--- src/rtl/fft_frame_sequencer_if.sv ---
// Serial sample/bin stream bundle for fft_frame_sequencer.
// The sequencer sits on the slave side; the source/sink environment sits on the master side.
interface fft_frame_sequencer_if #(
    parameter int unsigned DATA_W = 16
);
    logic              in_valid;
    logic              in_ready;
    logic [DATA_W-1:0] in_re;
    logic [DATA_W-1:0] in_im;
    logic              out_valid;
    logic              out_ready;
    logic [DATA_W-1:0] out_re;
    logic [DATA_W-1:0] out_im;
    logic [2:0]        out_index;
    logic              out_last;

    modport master (
        output in_valid, in_re, in_im, out_ready,
        input  in_ready, out_valid, out_re, out_im, out_index, out_last
    );

    modport slave (
        input  in_valid, in_re, in_im, out_ready,
        output in_ready, out_valid, out_re, out_im, out_index, out_last
    );
endinterface

--- src/rtl/fft_frame_sequencer.sv ---
// Frames a serial complex stream into 8-sample blocks for a free-running 8-point FFT core,
// waits out the core latency, then streams the 8 captured bins back out serially.
module fft_frame_sequencer #(
    parameter int unsigned DATA_W       = 16,
    parameter int unsigned CORE_LATENCY = 48,
    parameter int unsigned CNT_W        = 16
) (
    input  logic                  i_clk,
    input  logic                  i_rst,
    fft_frame_sequencer_if.slave  io_stream,
    output logic [8*DATA_W-1:0]   o_core_xin,
    output logic [8*DATA_W-1:0]   o_core_yin,
    input  logic [8*DATA_W-1:0]   i_core_xout,
    input  logic [8*DATA_W-1:0]   i_core_yout,
    output logic                  o_busy,
    output logic [CNT_W-1:0]      o_frame_count
);
    localparam int unsigned LAT_W = $clog2(CORE_LATENCY + 1);

    typedef enum logic [1:0] {InFill, InCompute, InHold} in_state_e;
    typedef enum logic       {OutIdle, OutDrain}         out_state_e;

    in_state_e          r_in_state;
    logic [2:0]         r_wr_idx;
    logic [LAT_W-1:0]   r_lat_cnt;
    logic               r_in_ready;
    logic [DATA_W-1:0]  r_slot_re [8];
    logic [DATA_W-1:0]  r_slot_im [8];
    logic [8*DATA_W-1:0] r_core_xin;
    logic [8*DATA_W-1:0] r_core_yin;

    out_state_e         r_out_state;
    logic [2:0]         r_rd_idx;
    logic [DATA_W-1:0]  r_buf_re [8];
    logic [DATA_W-1:0]  r_buf_im [8];
    logic               r_out_valid;
    logic [DATA_W-1:0]  r_out_re;
    logic [DATA_W-1:0]  r_out_im;
    logic [2:0]         r_out_index;
    logic               r_out_last;
    logic [CNT_W-1:0]   r_frame_count;

    logic               w_accept;
    logic               w_out_hs;
    logic               w_bin7_hs;
    logic               w_out_free;
    logic               w_capture;
    logic [2:0]         w_rd_next;

    assign w_accept   = r_in_ready && io_stream.in_valid;
    assign w_out_hs   = r_out_valid && io_stream.out_ready;
    assign w_bin7_hs  = (r_out_state == OutDrain) && w_out_hs && (r_rd_idx == 3'd7);
    // Output buffer may be overwritten when idle or on the very edge its last bin leaves.
    assign w_out_free = (r_out_state == OutIdle) || w_bin7_hs;
    assign w_capture  = w_out_free &&
                        (((r_in_state == InCompute) && (r_lat_cnt == LAT_W'(1))) ||
                         (r_in_state == InHold));
    assign w_rd_next  = r_rd_idx + 3'd1;

    always_ff @(posedge i_clk) begin
        if (i_rst) begin
            r_in_state <= InFill;
            r_wr_idx   <= 3'd0;
            r_lat_cnt  <= '0;
            r_in_ready <= 1'b1;
            r_core_xin <= '0;
            r_core_yin <= '0;
            for (int k = 0; k < 8; k++) begin
                r_slot_re[k] <= '0;
                r_slot_im[k] <= '0;
            end
        end else begin
            unique case (r_in_state)
                InFill: begin
                    if (w_accept) begin
                        r_slot_re[r_wr_idx] <= io_stream.in_re;
                        r_slot_im[r_wr_idx] <= io_stream.in_im;
                        r_wr_idx            <= r_wr_idx + 3'd1;
                        if (r_wr_idx == 3'd7) begin
                            for (int k = 0; k < 7; k++) begin
                                r_core_xin[k*DATA_W +: DATA_W] <= r_slot_re[k];
                                r_core_yin[k*DATA_W +: DATA_W] <= r_slot_im[k];
                            end
                            r_core_xin[7*DATA_W +: DATA_W] <= io_stream.in_re;
                            r_core_yin[7*DATA_W +: DATA_W] <= io_stream.in_im;
                            r_lat_cnt  <= LAT_W'(CORE_LATENCY);
                            r_in_state <= InCompute;
                            r_in_ready <= 1'b0;
                        end
                    end
                end
                InCompute: begin
                    r_lat_cnt <= r_lat_cnt - LAT_W'(1);
                    if (r_lat_cnt == LAT_W'(1)) begin
                        if (w_capture) begin
                            r_in_state <= InFill;
                            r_in_ready <= 1'b1;
                        end else begin
                            r_in_state <= InHold;
                        end
                    end
                end
                InHold: begin
                    if (w_capture) begin
                        r_in_state <= InFill;
                        r_in_ready <= 1'b1;
                    end
                end
                default: begin
                    r_in_state <= InFill;
                    r_in_ready <= 1'b1;
                end
            endcase
        end
    end

    always_ff @(posedge i_clk) begin
        if (i_rst) begin
            r_out_state   <= OutIdle;
            r_rd_idx      <= 3'd0;
            r_out_valid   <= 1'b0;
            r_out_re      <= '0;
            r_out_im      <= '0;
            r_out_index   <= 3'd0;
            r_out_last    <= 1'b0;
            r_frame_count <= '0;
            for (int k = 0; k < 8; k++) begin
                r_buf_re[k] <= '0;
                r_buf_im[k] <= '0;
            end
        end else begin
            if (w_bin7_hs) begin
                r_frame_count <= r_frame_count + CNT_W'(1);
            end
            if (w_capture) begin
                for (int k = 0; k < 8; k++) begin
                    r_buf_re[k] <= i_core_xout[k*DATA_W +: DATA_W];
                    r_buf_im[k] <= i_core_yout[k*DATA_W +: DATA_W];
                end
                r_out_state <= OutDrain;
                r_rd_idx    <= 3'd0;
                r_out_valid <= 1'b1;
                r_out_re    <= i_core_xout[DATA_W-1:0];
                r_out_im    <= i_core_yout[DATA_W-1:0];
                r_out_index <= 3'd0;
                r_out_last  <= 1'b0;
            end else if ((r_out_state == OutDrain) && w_out_hs) begin
                if (r_rd_idx == 3'd7) begin
                    r_out_state <= OutIdle;
                    r_rd_idx    <= 3'd0;
                    r_out_valid <= 1'b0;
                    r_out_re    <= '0;
                    r_out_im    <= '0;
                    r_out_index <= 3'd0;
                    r_out_last  <= 1'b0;
                end else begin
                    r_rd_idx    <= w_rd_next;
                    r_out_re    <= r_buf_re[w_rd_next];
                    r_out_im    <= r_buf_im[w_rd_next];
                    r_out_index <= w_rd_next;
                    r_out_last  <= (w_rd_next == 3'd7);
                end
            end
        end
    end

    assign io_stream.in_ready  = r_in_ready;
    assign io_stream.out_valid = r_out_valid;
    assign io_stream.out_re    = r_out_re;
    assign io_stream.out_im    = r_out_im;
    assign io_stream.out_index = r_out_index;
    assign io_stream.out_last  = r_out_last;
    assign o_core_xin          = r_core_xin;
    assign o_core_yin          = r_core_yin;
    assign o_frame_count       = r_frame_count;
    assign o_busy              = (r_in_state != InFill) || (r_out_state == OutDrain);
endmodule

--- src/flat_wrapper.sv ---
// flat-port wrapper written by rule: the top's interface ports become plain ports
module fft_frame_sequencer_flat 
#(
    parameter int unsigned DATA_W       = 16,
    parameter int unsigned CORE_LATENCY = 48,
    parameter int unsigned CNT_W        = 16
)
  (i_clk, i_rst, o_core_xin, o_core_yin, i_core_xout, i_core_yout, o_busy, o_frame_count, io_stream_in_valid, io_stream_in_re, io_stream_in_im, io_stream_out_ready, io_stream_in_ready, io_stream_out_valid, io_stream_out_re, io_stream_out_im, io_stream_out_index, io_stream_out_last);
  fft_frame_sequencer_if #(.DATA_W(DATA_W)) io_stream_i ();
  input  logic i_clk;
  input  logic i_rst;
  output logic [8*DATA_W-1:0] o_core_xin;
  output logic [8*DATA_W-1:0] o_core_yin;
  input  logic [8*DATA_W-1:0] i_core_xout;
  input  logic [8*DATA_W-1:0] i_core_yout;
  output logic o_busy;
  output logic [CNT_W-1:0] o_frame_count;
  input wire logic [$bits(io_stream_i.in_valid)-1:0] io_stream_in_valid;
  input wire logic [$bits(io_stream_i.in_re)-1:0] io_stream_in_re;
  input wire logic [$bits(io_stream_i.in_im)-1:0] io_stream_in_im;
  input wire logic [$bits(io_stream_i.out_ready)-1:0] io_stream_out_ready;
  output wire logic [$bits(io_stream_i.in_ready)-1:0] io_stream_in_ready;
  output wire logic [$bits(io_stream_i.out_valid)-1:0] io_stream_out_valid;
  output wire logic [$bits(io_stream_i.out_re)-1:0] io_stream_out_re;
  output wire logic [$bits(io_stream_i.out_im)-1:0] io_stream_out_im;
  output wire logic [$bits(io_stream_i.out_index)-1:0] io_stream_out_index;
  output wire logic [$bits(io_stream_i.out_last)-1:0] io_stream_out_last;
  assign io_stream_i.in_valid = io_stream_in_valid;
  assign io_stream_i.in_re = io_stream_in_re;
  assign io_stream_i.in_im = io_stream_in_im;
  assign io_stream_i.out_ready = io_stream_out_ready;
  assign io_stream_in_ready = io_stream_i.in_ready;
  assign io_stream_out_valid = io_stream_i.out_valid;
  assign io_stream_out_re = io_stream_i.out_re;
  assign io_stream_out_im = io_stream_i.out_im;
  assign io_stream_out_index = io_stream_i.out_index;
  assign io_stream_out_last = io_stream_i.out_last;
  fft_frame_sequencer #(.DATA_W(DATA_W), .CORE_LATENCY(CORE_LATENCY), .CNT_W(CNT_W)) u_core (.i_clk(i_clk), .i_rst(i_rst), .io_stream(io_stream_i), .o_core_xin(o_core_xin), .o_core_yin(o_core_yin), .i_core_xout(i_core_xout), .i_core_yout(i_core_yout), .o_busy(o_busy), .o_frame_count(o_frame_count));
endmodule
--- config.mk ---
export PLATFORM = sky130hd
export DESIGN_NAME = fft_frame_sequencer_flat
export DESIGN_NICKNAME = d
export VERILOG_FILES = /design/src/rtl/fft_frame_sequencer_if.sv /design/src/rtl/fft_frame_sequencer.sv /design/src/flat_wrapper.sv
export SDC_FILE = /design/constraint.sdc
export NUM_CORES = 1
export LEC_CHECK = 0
export CORE_MARGIN = 4
export CORE_UTILIZATION = 35
export DETAILED_ROUTE_END_ITERATION = 12
export SYNTH_ARGS = -nofsm -noshare
export SYNTH_HDL_FRONTEND = slang
export SYNTH_SLANG_ARGS = --single-unit
--- constraint.sdc ---
create_clock -name i_clk -period 18.65 [get_ports i_clk]
set_clock_uncertainty 0.05 [all_clocks]
set_input_delay 4.6625 -clock i_clk [delete_from_list [all_inputs] [get_ports i_clk]]
set_output_delay 4.6625 -clock i_clk [all_outputs]
set_load 0.01 [all_outputs]
==> results.json <==
{
  "synth_top_flop_cell": "edfxtp_1",
  "globalRouteOverflowTotal": 0,
  "arrival_ns": 8.28,
  "p_total_w": 0.00385,
  "drtIter0Drc": 1663,
  "preCtsSetupSlack_ns": 9.98,
  "status": "finished, final reports clean",
  "fin_ws_ns": 10.57,
  "wirelength_um": 100000,
  "yosys_warnings": 0,
  "gp_congestion": 0.884,
  "wl_per_cell_um": 23.2,
  "yosys.area.top_type_share": 0.464,
  "avgSynthCellArea_sq_um": 12.3,
  "placement.io_buffers": 602,
  "dp_hpwl_um": 65900,
  "critPathRequiredTime_ns": 18.85,
  "synth_area_leader_cell": "edfxtp_1",
  "antenna_found_initial": 15,
  "crit_family": "simple AND/OR/NAND/NOR gates",
  "synth_edf_count": 480,
  "core_region_area_sq_um": 87400,
  "fmax_mhz": 124,
  "syn-cell-area_sq_um": 31000,
  "clkSinkCount": 801,
  "grt_start_max_net_pins": 204,
  "critPathKind": "primary input to flop",
  "worst_slew_pin_slew_ns": 1.36,
  "period_share": 0.433,
  "grt_pass1_vias": 21800,
  "die_w_um": 306,
  "antenna_left": 0,
  "io_pins": 603,
  "grt_pass1_wl_um": 145000,
  "firstDrtPassIters": 6,
  "worst-path-buf-inv": 2,
  "postCtsHoldBufs": 0,
  "mostFrequentLayoutCells": "601 x clkdlybuf4s50_1, 527 x nand2_1, 480 x edfxtp_1",
  "die-area_sq_um": 93500,
  "syn-num-nets": 2832,
  "post_cts_buffers": 0,
  "cts_tree": "yes",
  "fin_util": 0.468,
  "hold_violations": 0,
  "maxCapViolCount": 0,
  "path_cells": "buf_8, buf_12, or4b_4, nor3_4, or2_2",
  "crit_path_max_fanout": 203,
  "period_needed_ns": 8.08,
  "hp-class": "flop to flop",
  "p_leak_nw": 14.2,
  "cts_resized": 0,
  "setup_violations": 0,
  "ir_drop_mv": 0.0851,
  "drive_gt1_frac": 0.0781,
  "die_h_um": 306,
  "track_usage": 0.206,
  "rsz0062_at_grt": "no",
  "report.final.slew_viol_count": 0,
  "area_growth_syn_to_layout_pct": 31.8,
  "syn_inst": 2528,
  "start_util": 0.355,
  "fp-row-count": 108,
  "vias_per_cell": 4.99,
  "max-slew-margin-rel": 0.0921,
  "cts-root-buf": "clkbuf_16",
  "fin_nets": 3369,
  "cts_buffers": 87,
  "end_kind": "flop",
  "cp_slowest_cell": "nor3_4",
  "fin_tns_setup_ns": 0,
  "cts_buffer_depth": 3,
  "power_density_nw_per_um2": 94.0,
  "synth_seq_cells": 801,
  "clk_pin_slew_ns": 0.05,
  "routed-via-count": 21500,
  "final_common_cell": "clkdlybuf4s50_1",
  "htree_levels": 3,
  "clock_latency_ns": 0.63,
  "synthDistinctLibCells": 58,
  "drcViolationCount": 0,
  "synth-seq-area-share": 0.672,
  "synthArstFlopShare": 0,
  "slowest_delay_ns": 0.95,
  "synth.area.top_cells": "edfxtp_1 46%, dfxtp_1 21%, and2_1 8.4%, nand2_1 6.4%, mux4_2 4.6%",
  "start_kind": "primary input"
}
per-layer routing:
metal | track usage | vias up | routed length [um]
met1 | 0.260 | 10600 | 40400
met4 | 0.0634 | 8 | 2980
li1 | - | 9847 | -
met3 | 0.0676 | 164 | 9640
met5 | 0 | - | 59
met2 | 0.336 | 871 | 46900
area by class of cell:
class	instances	area (sq um)
diodes	15	37.5
clock buffers	124	2460
clock inverters	37	434
fillers	7852	46500
inverters	7	26.3
multi-input cells	1546	9460
flip-flops and latches	801	20800
well taps	1155	1450
repair buffers	622	6190
synth_stat cells, types with 4 or more instances:
library cell / n
a21oi_1: 269
a221o_1: 32
a22o_1: 32
and2_1: 416
buf_1: 17
buf_2: 26
buf_6: 4
clkbuf_1: 108
clkbuf_2: 18
dfxtp_1: 321
edfxtp_1: 480
ha_1: 12
inv_1: 7
mux2i_1: 4
mux4_2: 64
nand2_1: 527
nand2b_1: 6
nand3_1: 9
nand4_1: 5
nor2_1: 23
nor2b_1: 66
nor3_1: 7
o21ai_0: 6
or2_2: 8
or3_1: 6
xnor2_1: 4
xor2_1: 9
sequential cells by signal, summed over array words and instances, names as in the netlist, 2 cells and up:
signal and cells:
u_core.io_stream.out_re 16, o_core_xin 112, u_core.o_frame_count 16, u_core.r_slot_im 112
u_core.o_core_xin 16, u_core.r_slot_re 112, u_core.r_wr_idx 3, u_core.r_in_state 2
u_core.r_buf_re 128, u_core.io_stream.out_im 16, o_core_yin 112, u_core.r_buf_im 128
u_core.o_core_yin 16, u_core.r_lat_cnt 6, u_core.r_rd_idx 3
power by group:
group	switching [W]	internal (W)	total, W
logic	0.0000832	0.0000719	0.000155
registers	0.0000137	0.00192	0.00194
clock network	0.000731	0.00102	0.00175
kinds of logic (layout without fill, tap and decap cells):
family | Yosys count | count (layout) | synth area share
and+or+nand+nor | 1096 | 1096 | 0.179
DFF | 801 | 801 | 0.672
AOI/OAI and AO/OA | 356 | 356 | 0.0682
buffers and inverters | 181 | 790 | 0.0248
muxes | 69 | 69 | 0.0481
xor gates and xnor gates | 13 | 13 | 0.00367
adders and majority gates | 12 | 12 | 0.00484
other | 0 | 15 | 0
final timing paths:
check        slack (ns)  cells past startpoint                       startpoint                              endpoint
max               10.57                      5                            i_rst  u_core.r_slot_im[0][0]$_SDFFCE_PN0P_
min                0.40                      2      o_core_xin[54]$_SDFFE_PP0P_           o_core_xin[54]$_SDFFE_PP0P_
max reg2reg       13.94                      6  u_core.r_rd_idx[0]$_SDFFE_PP0N_   u_core.r_buf_re[4][0]$_SDFFCE_PN0P_
min reg2reg        0.40                      2      o_core_xin[54]$_SDFFE_PP0P_           o_core_xin[54]$_SDFFE_PP0P_
through the flow:
stage          std cells  area (sq um)  hold slack [ns]
2_1_floorplan       2528         31000            0.399
3_3_place_gp        4131         38000            0.393
3_5_place_dp        4131         38000            0.397
4_1_cts             4292         40900            0.405
5_1_grt             4297         40900            0.423
6_report            4307         40900            0.401
worst reg2reg max path, stage by stage (launching register included):
cell and delay [ns]:
dfxtp_4 0.78, ha_1 0.26, ha_1 0.39, a21boi_0 0.37, o21bai_4 0.73, buf_4 0.74
buf_4 0.91
No activity file was read; power rests on OpenSTA's default activity.
